===== src/rtl/dtack_berr_gen_if.sv =====
// 68008 bus-termination signal bundle: CPU strobes, decoded selects and device acks in,
// DTACK_n/BERR_n out. The master side is the CPU/decoder; the slave side is the terminator.
interface dtack_berr_gen_if;
  logic AS_n;
  logic DS_n;
  logic ROMSEL_n;
  logic RAMSEL1_n;
  logic DUASEL_n;
  logic EXPSEL_n;
  logic DUAIACK_n;
  logic DUADTACK_n;
  logic EXPDTACK_n;
  logic VPA_n;
  logic DTACK_n;
  logic BERR_n;

  modport master (
    output AS_n, DS_n, ROMSEL_n, RAMSEL1_n, DUASEL_n, EXPSEL_n,
    output DUAIACK_n, DUADTACK_n, EXPDTACK_n, VPA_n,
    input  DTACK_n, BERR_n
  );

  modport slave (
    input  AS_n, DS_n, ROMSEL_n, RAMSEL1_n, DUASEL_n, EXPSEL_n,
    input  DUAIACK_n, DUADTACK_n, EXPDTACK_n, VPA_n,
    output DTACK_n, BERR_n
  );
endinterface


===== src/rtl/dtack_berr_gen.sv =====
// Bus-cycle terminator: programmable-wait or pass-through DTACK_n, watchdog BERR_n,
// and a saturating bus-error counter.
module dtack_berr_gen #(
  parameter int unsigned ROM_WAIT     = 2,
  parameter int unsigned RAM_WAIT     = 0,
  parameter int unsigned BERR_TIMEOUT = 64,
  parameter int unsigned CNT_W        = 8
) (
  input  logic             CLK,
  input  logic             RST_n,
  dtack_berr_gen_if.slave  bus,
  output logic [CNT_W-1:0] BERR_CNT
);

  localparam int unsigned TMO_W = $clog2(BERR_TIMEOUT);

  typedef enum logic [2:0] {
    ST_IDLE,
    ST_WAIT,
    ST_ACK,
    ST_BERR,
    ST_DONE
  } state_e;

  typedef enum logic [2:0] {
    SRC_NONE,
    SRC_ROM,
    SRC_RAM,
    SRC_DUA,
    SRC_EXP
  } src_e;

  state_e           state_q,    state_d;
  src_e             src_q,      src_d;
  logic [TMO_W-1:0] wait_cnt_q, wait_cnt_d;
  logic [TMO_W-1:0] tmo_cnt_q,  tmo_cnt_d;
  logic             armed_q,    armed_d;
  logic             dtack_n_q,  dtack_n_d;
  logic             berr_n_q,   berr_n_d;
  logic [CNT_W-1:0] berr_cnt_q, berr_cnt_d;

  logic ack_hit_c;
  src_e start_src_c;

  // Source priority at cycle start; later select changes are not looked at.
  always_comb begin
    start_src_c = SRC_NONE;
    if (!bus.ROMSEL_n)                         start_src_c = SRC_ROM;
    else if (!bus.RAMSEL1_n)                   start_src_c = SRC_RAM;
    else if (!bus.DUASEL_n || !bus.DUAIACK_n)  start_src_c = SRC_DUA;
    else if (!bus.EXPSEL_n)                    start_src_c = SRC_EXP;
  end

  // Acknowledge condition for the latched source while in WAIT.
  always_comb begin
    ack_hit_c = 1'b0;
    unique case (src_q)
      SRC_ROM, SRC_RAM: ack_hit_c = (wait_cnt_q == '0);
      SRC_DUA:          ack_hit_c = !bus.DUADTACK_n;
      SRC_EXP:          ack_hit_c = !bus.EXPDTACK_n;
      default:          ack_hit_c = 1'b0;
    endcase
  end

  // Next-state and registered-output logic.
  always_comb begin
    state_d    = state_q;
    src_d      = src_q;
    wait_cnt_d = wait_cnt_q;
    tmo_cnt_d  = tmo_cnt_q;
    armed_d    = armed_q;
    dtack_n_d  = 1'b1;
    berr_n_d   = 1'b1;
    berr_cnt_d = berr_cnt_q;

    unique case (state_q)
      ST_IDLE: begin
        // A start needs a prior IDLE edge with AS_n high so a held strobe never re-triggers.
        if (bus.AS_n) begin
          armed_d = 1'b1;
        end else if (armed_q && !bus.DS_n) begin
          armed_d   = 1'b0;
          state_d   = ST_WAIT;
          src_d     = start_src_c;
          tmo_cnt_d = '0;
          unique case (start_src_c)
            SRC_ROM: wait_cnt_d = TMO_W'(ROM_WAIT);
            SRC_RAM: wait_cnt_d = TMO_W'(RAM_WAIT);
            default: wait_cnt_d = '0;
          endcase
        end
      end

      ST_WAIT: begin
        tmo_cnt_d = tmo_cnt_q + TMO_W'(1);
        if (wait_cnt_q != '0) wait_cnt_d = wait_cnt_q - TMO_W'(1);
        // Abort beats autovector beats acknowledge beats timeout.
        if (bus.AS_n) begin
          state_d = ST_IDLE;
        end else if (!bus.VPA_n) begin
          state_d = ST_DONE;
        end else if (ack_hit_c) begin
          state_d   = ST_ACK;
          dtack_n_d = 1'b0;
        end else if (tmo_cnt_q == TMO_W'(BERR_TIMEOUT - 1)) begin
          state_d  = ST_BERR;
          berr_n_d = 1'b0;
          if (berr_cnt_q != {CNT_W{1'b1}}) berr_cnt_d = berr_cnt_q + CNT_W'(1);
        end
      end

      ST_ACK: begin
        if (bus.AS_n) state_d   = ST_IDLE;
        else          dtack_n_d = 1'b0;
      end

      ST_BERR: begin
        if (bus.AS_n) state_d  = ST_IDLE;
        else          berr_n_d = 1'b0;
      end

      ST_DONE: begin
        if (bus.AS_n) state_d = ST_IDLE;
      end

      default: state_d = ST_IDLE;
    endcase
  end

  always_ff @(posedge CLK) begin
    if (!RST_n) begin
      state_q    <= ST_IDLE;
      src_q      <= SRC_NONE;
      wait_cnt_q <= '0;
      tmo_cnt_q  <= '0;
      armed_q    <= 1'b0;
      dtack_n_q  <= 1'b1;
      berr_n_q   <= 1'b1;
      berr_cnt_q <= '0;
    end else begin
      state_q    <= state_d;
      src_q      <= src_d;
      wait_cnt_q <= wait_cnt_d;
      tmo_cnt_q  <= tmo_cnt_d;
      armed_q    <= armed_d;
      dtack_n_q  <= dtack_n_d;
      berr_n_q   <= berr_n_d;
      berr_cnt_q <= berr_cnt_d;
    end
  end

  assign bus.DTACK_n = dtack_n_q;
  assign bus.BERR_n  = berr_n_q;
  assign BERR_CNT    = berr_cnt_q;

endmodule


===== src/flat_wrapper.sv =====
// flat-port wrapper written by rule: the top's interface ports become plain ports
module dtack_berr_gen_flat 
#(
  parameter int unsigned ROM_WAIT     = 2,
  parameter int unsigned RAM_WAIT     = 0,
  parameter int unsigned BERR_TIMEOUT = 64,
  parameter int unsigned CNT_W        = 8
)
  (CLK, RST_n, BERR_CNT, bus_AS_n, bus_DS_n, bus_ROMSEL_n, bus_RAMSEL1_n, bus_DUASEL_n, bus_EXPSEL_n, bus_DUAIACK_n, bus_DUADTACK_n, bus_EXPDTACK_n, bus_VPA_n, bus_DTACK_n, bus_BERR_n);
  dtack_berr_gen_if bus_i ();
  input  logic CLK;
  input  logic RST_n;
  output logic [CNT_W-1:0] BERR_CNT;
  input wire logic [$bits(bus_i.AS_n)-1:0] bus_AS_n;
  input wire logic [$bits(bus_i.DS_n)-1:0] bus_DS_n;
  input wire logic [$bits(bus_i.ROMSEL_n)-1:0] bus_ROMSEL_n;
  input wire logic [$bits(bus_i.RAMSEL1_n)-1:0] bus_RAMSEL1_n;
  input wire logic [$bits(bus_i.DUASEL_n)-1:0] bus_DUASEL_n;
  input wire logic [$bits(bus_i.EXPSEL_n)-1:0] bus_EXPSEL_n;
  input wire logic [$bits(bus_i.DUAIACK_n)-1:0] bus_DUAIACK_n;
  input wire logic [$bits(bus_i.DUADTACK_n)-1:0] bus_DUADTACK_n;
  input wire logic [$bits(bus_i.EXPDTACK_n)-1:0] bus_EXPDTACK_n;
  input wire logic [$bits(bus_i.VPA_n)-1:0] bus_VPA_n;
  output wire logic [$bits(bus_i.DTACK_n)-1:0] bus_DTACK_n;
  output wire logic [$bits(bus_i.BERR_n)-1:0] bus_BERR_n;
  assign bus_i.AS_n = bus_AS_n;
  assign bus_i.DS_n = bus_DS_n;
  assign bus_i.ROMSEL_n = bus_ROMSEL_n;
  assign bus_i.RAMSEL1_n = bus_RAMSEL1_n;
  assign bus_i.DUASEL_n = bus_DUASEL_n;
  assign bus_i.EXPSEL_n = bus_EXPSEL_n;
  assign bus_i.DUAIACK_n = bus_DUAIACK_n;
  assign bus_i.DUADTACK_n = bus_DUADTACK_n;
  assign bus_i.EXPDTACK_n = bus_EXPDTACK_n;
  assign bus_i.VPA_n = bus_VPA_n;
  assign bus_DTACK_n = bus_i.DTACK_n;
  assign bus_BERR_n = bus_i.BERR_n;
  dtack_berr_gen #(.ROM_WAIT(ROM_WAIT), .RAM_WAIT(RAM_WAIT), .BERR_TIMEOUT(BERR_TIMEOUT), .CNT_W(CNT_W)) u_core (.CLK(CLK), .RST_n(RST_n), .bus(bus_i), .BERR_CNT(BERR_CNT));
endmodule

===== config.mk =====
export PLATFORM = sky130hd
export DESIGN_NAME = dtack_berr_gen_flat
export DESIGN_NICKNAME = d
export VERILOG_FILES = /design/src/rtl/dtack_berr_gen_if.sv /design/src/rtl/dtack_berr_gen.sv /design/src/flat_wrapper.sv
export SDC_FILE = /design/constraint.sdc
export NUM_CORES = 1
export LEC_CHECK = 0
export CORE_UTILIZATION = 46
export CTS_CLUSTER_SIZE = 14
export DETAILED_ROUTE_END_ITERATION = 7
export GPL_ROUTABILITY_DRIVEN = 0
export PLACE_DENSITY = 0.82
export SLEW_MARGIN = 20
export SYNTH_ARGS = -nofsm -noshare
export SYNTH_HDL_FRONTEND = slang
export SYNTH_SLANG_ARGS = --single-unit

===== constraint.sdc =====
create_clock -name CLK -period 1.8 [get_ports CLK]
set_input_delay 0.18 -clock CLK [delete_from_list [all_inputs] [get_ports CLK]]
set_output_delay 0.18 -clock CLK [all_outputs]
set_load 0.01 [all_outputs]

# Word-level counts from Yosys, hierarchy flattened
# Cells that the tools add are included.
op_classes:
  magnitude_cmp: 0
  n_reduce_logical: 20
  multipliers: 0
  addsub: 3
  n_bitwise: 2
  shift: 0
  div_mod_pow: 0
  eq_ne: 16
  muxes: 33
op_table:
  columns: ["cell", "n"]
  rows:
  - ["two-way mux 3 bit", 11]
  - ["two-way mux 6 bit", 5]
  - ["case mux 6 bit (2 select lines)", 2]
  - ["equality test 3 x 2 -> 1 bit (second input constant)", 4]
  - ["two-way mux 1 bit", 10]
  - ["equality test 3 x 1 -> 1 bit (second input constant)", 3]
  - ["case mux 3 bit (3 select lines)", 1]
  - ["adder 8 x 1 -> 8 bit (second input constant)", 1]
  - ["inequality test 8 bit (second input constant)", 1]
  - ["AND reduction 4 bit", 2]
  - ["adder 6 x 1 -> 6 bit (second input constant)", 1]
  - ["equality test 3 bit (second input constant)", 2]
  - ["equality test 6 bit (second input constant)", 1]
  - ["logical NOT 6 bit", 1]
  - ["inequality test 2 x 1 -> 1 bit (second input constant)", 3]
  - ["AND reduction 3 bit", 2]
  - ["AND reduction 6 bit", 1]
  - ["nonzero test 6 bit", 1]
  - ["subtractor 6 x 1 -> 6 bit (second input constant)", 1]
  - ["logical NOT 1 bit", 5]
  - ["inequality test 5 x 3 -> 1 bit (second input constant)", 1]
  - ["case mux 1 bit (2 select lines)", 2]
  - ["nonzero test 2 bit", 2]
  - ["logical NOT 3 bit", 1]
  - ["9 further kinds", 10]
totals:
  memories: 0
  register_bits: 29
  out_inout_bits: 10
  mem_bits_rw: 0
  latchBits: 0
  input_bits: 12
  rom_bits: 0

# Logic depth before layout (Yosys ltp)
logic_depth:
  word_depth: 10
  mapped_depth: 8
  mapped_depth_nobuf: 7

# Worst setup path after synthesis
# No wires, ideal clock.
synth_path:
  kind: "register to register"
  start: "reg u_core.state_q[0]"
  end: "reg u_core.berr_cnt_q[3], in the netlist u_core.BERR_CNT[3]"
  arrival_ns: 1.803
  required_ns: 1.729
  slack_ns: -0.074
  path_buffers: 2
  path_stages_with_launch: 8
  path_cell_list: "dfxtp_1 > buf_4 > or3b_1 > buf_6 > nor3b_4 > nand2_2 > or4_1 > a21oi_1"
synth_via:
  elab_chain_len: 2
synth_lines:
  columns: ["item", "line", "source"]
  rows:
  - ["start, declared", "dtack_berr_gen.sv:33", "state_e state_q, state_d;"]
  - ["start signal, assigned", "dtack_berr_gen.sv:141", "state_q <= state_d;"]
  - ["equality test 3 x 1 -> 1 bit", "dtack_berr_gen.sv:76", "unique case (state_q)"]
  - ["AND reduction 6 bit (no line)", null, null]
  - ["end signal, assigned", "dtack_berr_gen.sv:148", "berr_cnt_q <= berr_cnt_d;"]
  - ["end, declared", "dtack_berr_gen.sv:40", "logic [CNT_W-1:0] berr_cnt_q, berr_cnt_d;"]
# No other way between the ends.
# A chain may end at the register's enable or synchronous reset.

# Worst setup path in the final report
layout_path:
  start: "reg u_core.state_q[0]"
  end: "reg u_core.berr_cnt_q[6], in the netlist u_core.BERR_CNT[6]"
# The elaborated chain is that of the path after synthesis.

==> metrics.txt <==
status=finished, violations left; failing checks=negative setup slack; Reg clk slew, reported paths=0.09 ns; WHS Path Cells=3; DP HPWL=2.76 mm; Chip Width=58.7 um; Wirelength per Cell=14.9 um; Die Height=58.7 um; final wirelength=4.05 mm; synth warn=0; pin count of the biggest net entering global routing=14; CTS buffer count=5; Largest delay share family, worst path=simple AND/OR/NAND/NOR gates; Starting Density=0.485; H-tree levels=2; fmax=0.543 GHz; setup ws final=-0.0415 ns; hold path start=bus_ROMSEL_n; drt via density=5.64; Area growth syn-to-layout=40.2%; Filler Cell Count=256; I/O pin count=22; Leak Pwr=0.818 nW; Max Clock Skew=0.0101 ns; WHS Endpoint=u_core.src_q[1]; pwr dens=880 nW/um^2; Max transition margin=0.678; crit path kind=register to register; Cell Area, Placed=1900 um^2; Max Cap Viol=0; cells along the critical path=or3b_4, nor3b_4, buf_4, nand2_4, or4_1, a21oi_1; CTS root buf=clkbuf_4; gr ovfl total=0; antenna-violating nets left=0; Worst setup EP type=register; share of layout cells above drive strength 1=0.256; Post-synth EDFFs=0; post-synth net total=190; FF-to-FF Start=u_core.state_q[0]; setup repair after global routing missed its margin=true; gr usage total=0.243; core area=3050 um^2; syn avg cell area=8.46 um^2; Slowest cell on crit path=or4_1; leading cell type in the layout, fill and taps excluded=buf_4; CP Buf/Inv Count=1; R2R setup slack=-0.04 ns; synthesized flop and latch total=29; critical path arrival=2.12 ns; Syn Inst Count=175; clock sinks=29; most frequently used flop master after synthesis=dfxtp_1; Clock Latency Late Sink=0.35 ns; layout net count=242; # DRC=0; Seq. cell area=584 um^2; area occupied by multi-input gates=906 um^2; vias in the first global route=1401; Cell Area, Synth=1480 um^2; post-synthesis sequential area ratio=0.392; Post-synth ARST share=0; r2r endpoint=u_core.BERR_CNT[6]; CTS max path bufs=2; num rows=20; Initial DRT Pass Iterations=5; first-pass GRT wire length=6.24 mm; CP startpoint kind=register; Slew @ Worst Pin=0.482 ns; CP max FO=4; Worst R2R Path Depth=6; Worst path max stage delay=0.40 ns; most frequent cells in the layout=buf_4, dfxtp_1, nor2_1, clkdlybuf4s50_1, nand2_1; total number of vias=1529; Final Max Tran Viols=0; worst min-delay path category=primary input to register; final hold vios=0; total die area=3450 um^2; Ant. Diodes=0; initial antenna violation count=0; post-route design area=2070 um^2; Worst EP required=2.08 ns; DP Worst Slack=-0.129 ns; peak supply drop=0.551 mV; post-synth cell types=42; CTS tree=built; Post-CTS Hold Fix Bufs=0; Tcrit/Tclk final=1.02; min Tclk post-route=1.84 ns; DRT iter0 DRCs=55; final setup vio count=3; Port Buf Inserts=21
-- metrics by stage --
stage	utilization	hold WS (ns)	setup TNS (ns)	total power [mW]	instances
final	0.680	0.502	-0.0960	1.83	271
after global routing	0.680	0.513	-0.632	1.90	271
after CTS	0.650	0.494	-0.0451	1.78	267
after global placement	0.622	0.442	-0.218	1.31	257
after detailed placement	0.622	0.476	-0.597	1.35	257
after floorplan	-	0.317	-0.0731	1.15	175
-- cell families after synthesis --
| kind of cell | Yosys count | synth area share |
|---|---|---|
| AO/OA/AOI/OAI | 37 | 0.158 |
| buffers and inverters | 13 | 0.0448 |
| AND/OR/NAND/NOR | 79 | 0.291 |
| adder cells (fa/ha/maj) | 3 | 0.0254 |
| XOR/XNOR | 8 | 0.0473 |
| flip-flops | 29 | 0.392 |
| multiplexers | 6 | 0.0414 |
-- power by group --
group | internal [mW] | total, mW | switching, mW
Combinational | 0.307 | 0.640 | 0.333
Clock | 0.184 | 0.419 | 0.235
Sequential | 0.709 | 0.767 | 0.0585
-- cell usage after synthesis (2+ instances only) --
library cell / n / area [um^2]
inv_1: 4 / 15.0
a21oi_1: 14 / 70.1
o21ai_0: 5 / 25.0
or4_1: 5 / 37.5
nor3_1: 4 / 20.0
nor2_1: 22 / 82.6
nand4_1: 5 / 31.3
o31ai_1: 6 / 45.0
a31oi_1: 2 / 12.5
clkbuf_1: 4 / 15.0
xor2_1: 8 / 70.1
o21a_1: 2 / 15.0
nand2b_1: 4 / 25.0
or3_1: 2 / 12.5
buf_4: 2 / 15.0
ha_1: 3 / 37.5
o211ai_1: 3 / 22.5
dfxtp_1: 29 / 581
nand3_1: 8 / 40.0
nor4b_1: 3 / 26.3
mux2i_1: 5 / 50.1
nand2_1: 15 / 56.3
-- registers in the layout, indices dropped and copies added, names as in the netlist --
signal,count
u_core.BERR_CNT,8
u_core.tmo_cnt_q,6
u_core.wait_cnt_q,6
u_core.src_q,3
u_core.state_q,3
u_core.armed_q,1
u_core.bus.BERR_n,1
u_core.bus.DTACK_n,1
-- worst register-to-register path, delay by kind of cell, from the launching register on --
family,cells,cell delay [ns]
and+or+nand+nor,4,1.09
AOI/OAI and AO/OA,1,0.16
buffers and inverters,1,0.17
DFF,1,0.34
-- area by class of cell --
cell class	instances	share of cell area
clock buffers	7	0.0265
multi-input cells	134	0.437
flip-flops and latches	29	0.282
inverters	4	0.00724
well taps	44	0.0265
repair buffers	53	0.221
-- worst max path at each step --
stage,startpoint,to,slack [ns],cells past startpoint
floorplan,u_core.state_q[2],u_core.BERR_CNT[0],-0.04,8
global placement,bus_DUADTACK_n,u_core.BERR_CNT[3],-0.04,7
detailed placement,bus_EXPDTACK_n,u_core.BERR_CNT[5],-0.13,8
CTS,u_core.wait_cnt_q[0],u_core.BERR_CNT[5],-0.05,9
global route,u_core.state_q[0],u_core.BERR_CNT[6],-0.13,6
finish,u_core.state_q[0],u_core.BERR_CNT[6],-0.04,6
-- repair_timing --
action                     4_1_cts  5_1_grt
gates resized for setup          5       17
setup buffers                    2        3
setup endpoints to repair        7        9
cloned                           1        1
pin swaps                        0        4
-- metal layers --
| layer | global-route usage | wire [um] | vias to the layer above |
|---|---|---|---|
| met5 | 0 | 0 | - |
| met4 | 0.122 | 109 | 0 |
| met3 | 0.0725 | 226 | 11 |
| met2 | 0.378 | 2000 | 62 |
| met1 | 0.304 | 1710 | 714 |
| li1 | - | - | 742 |
(Power assumes the default switching activity.)
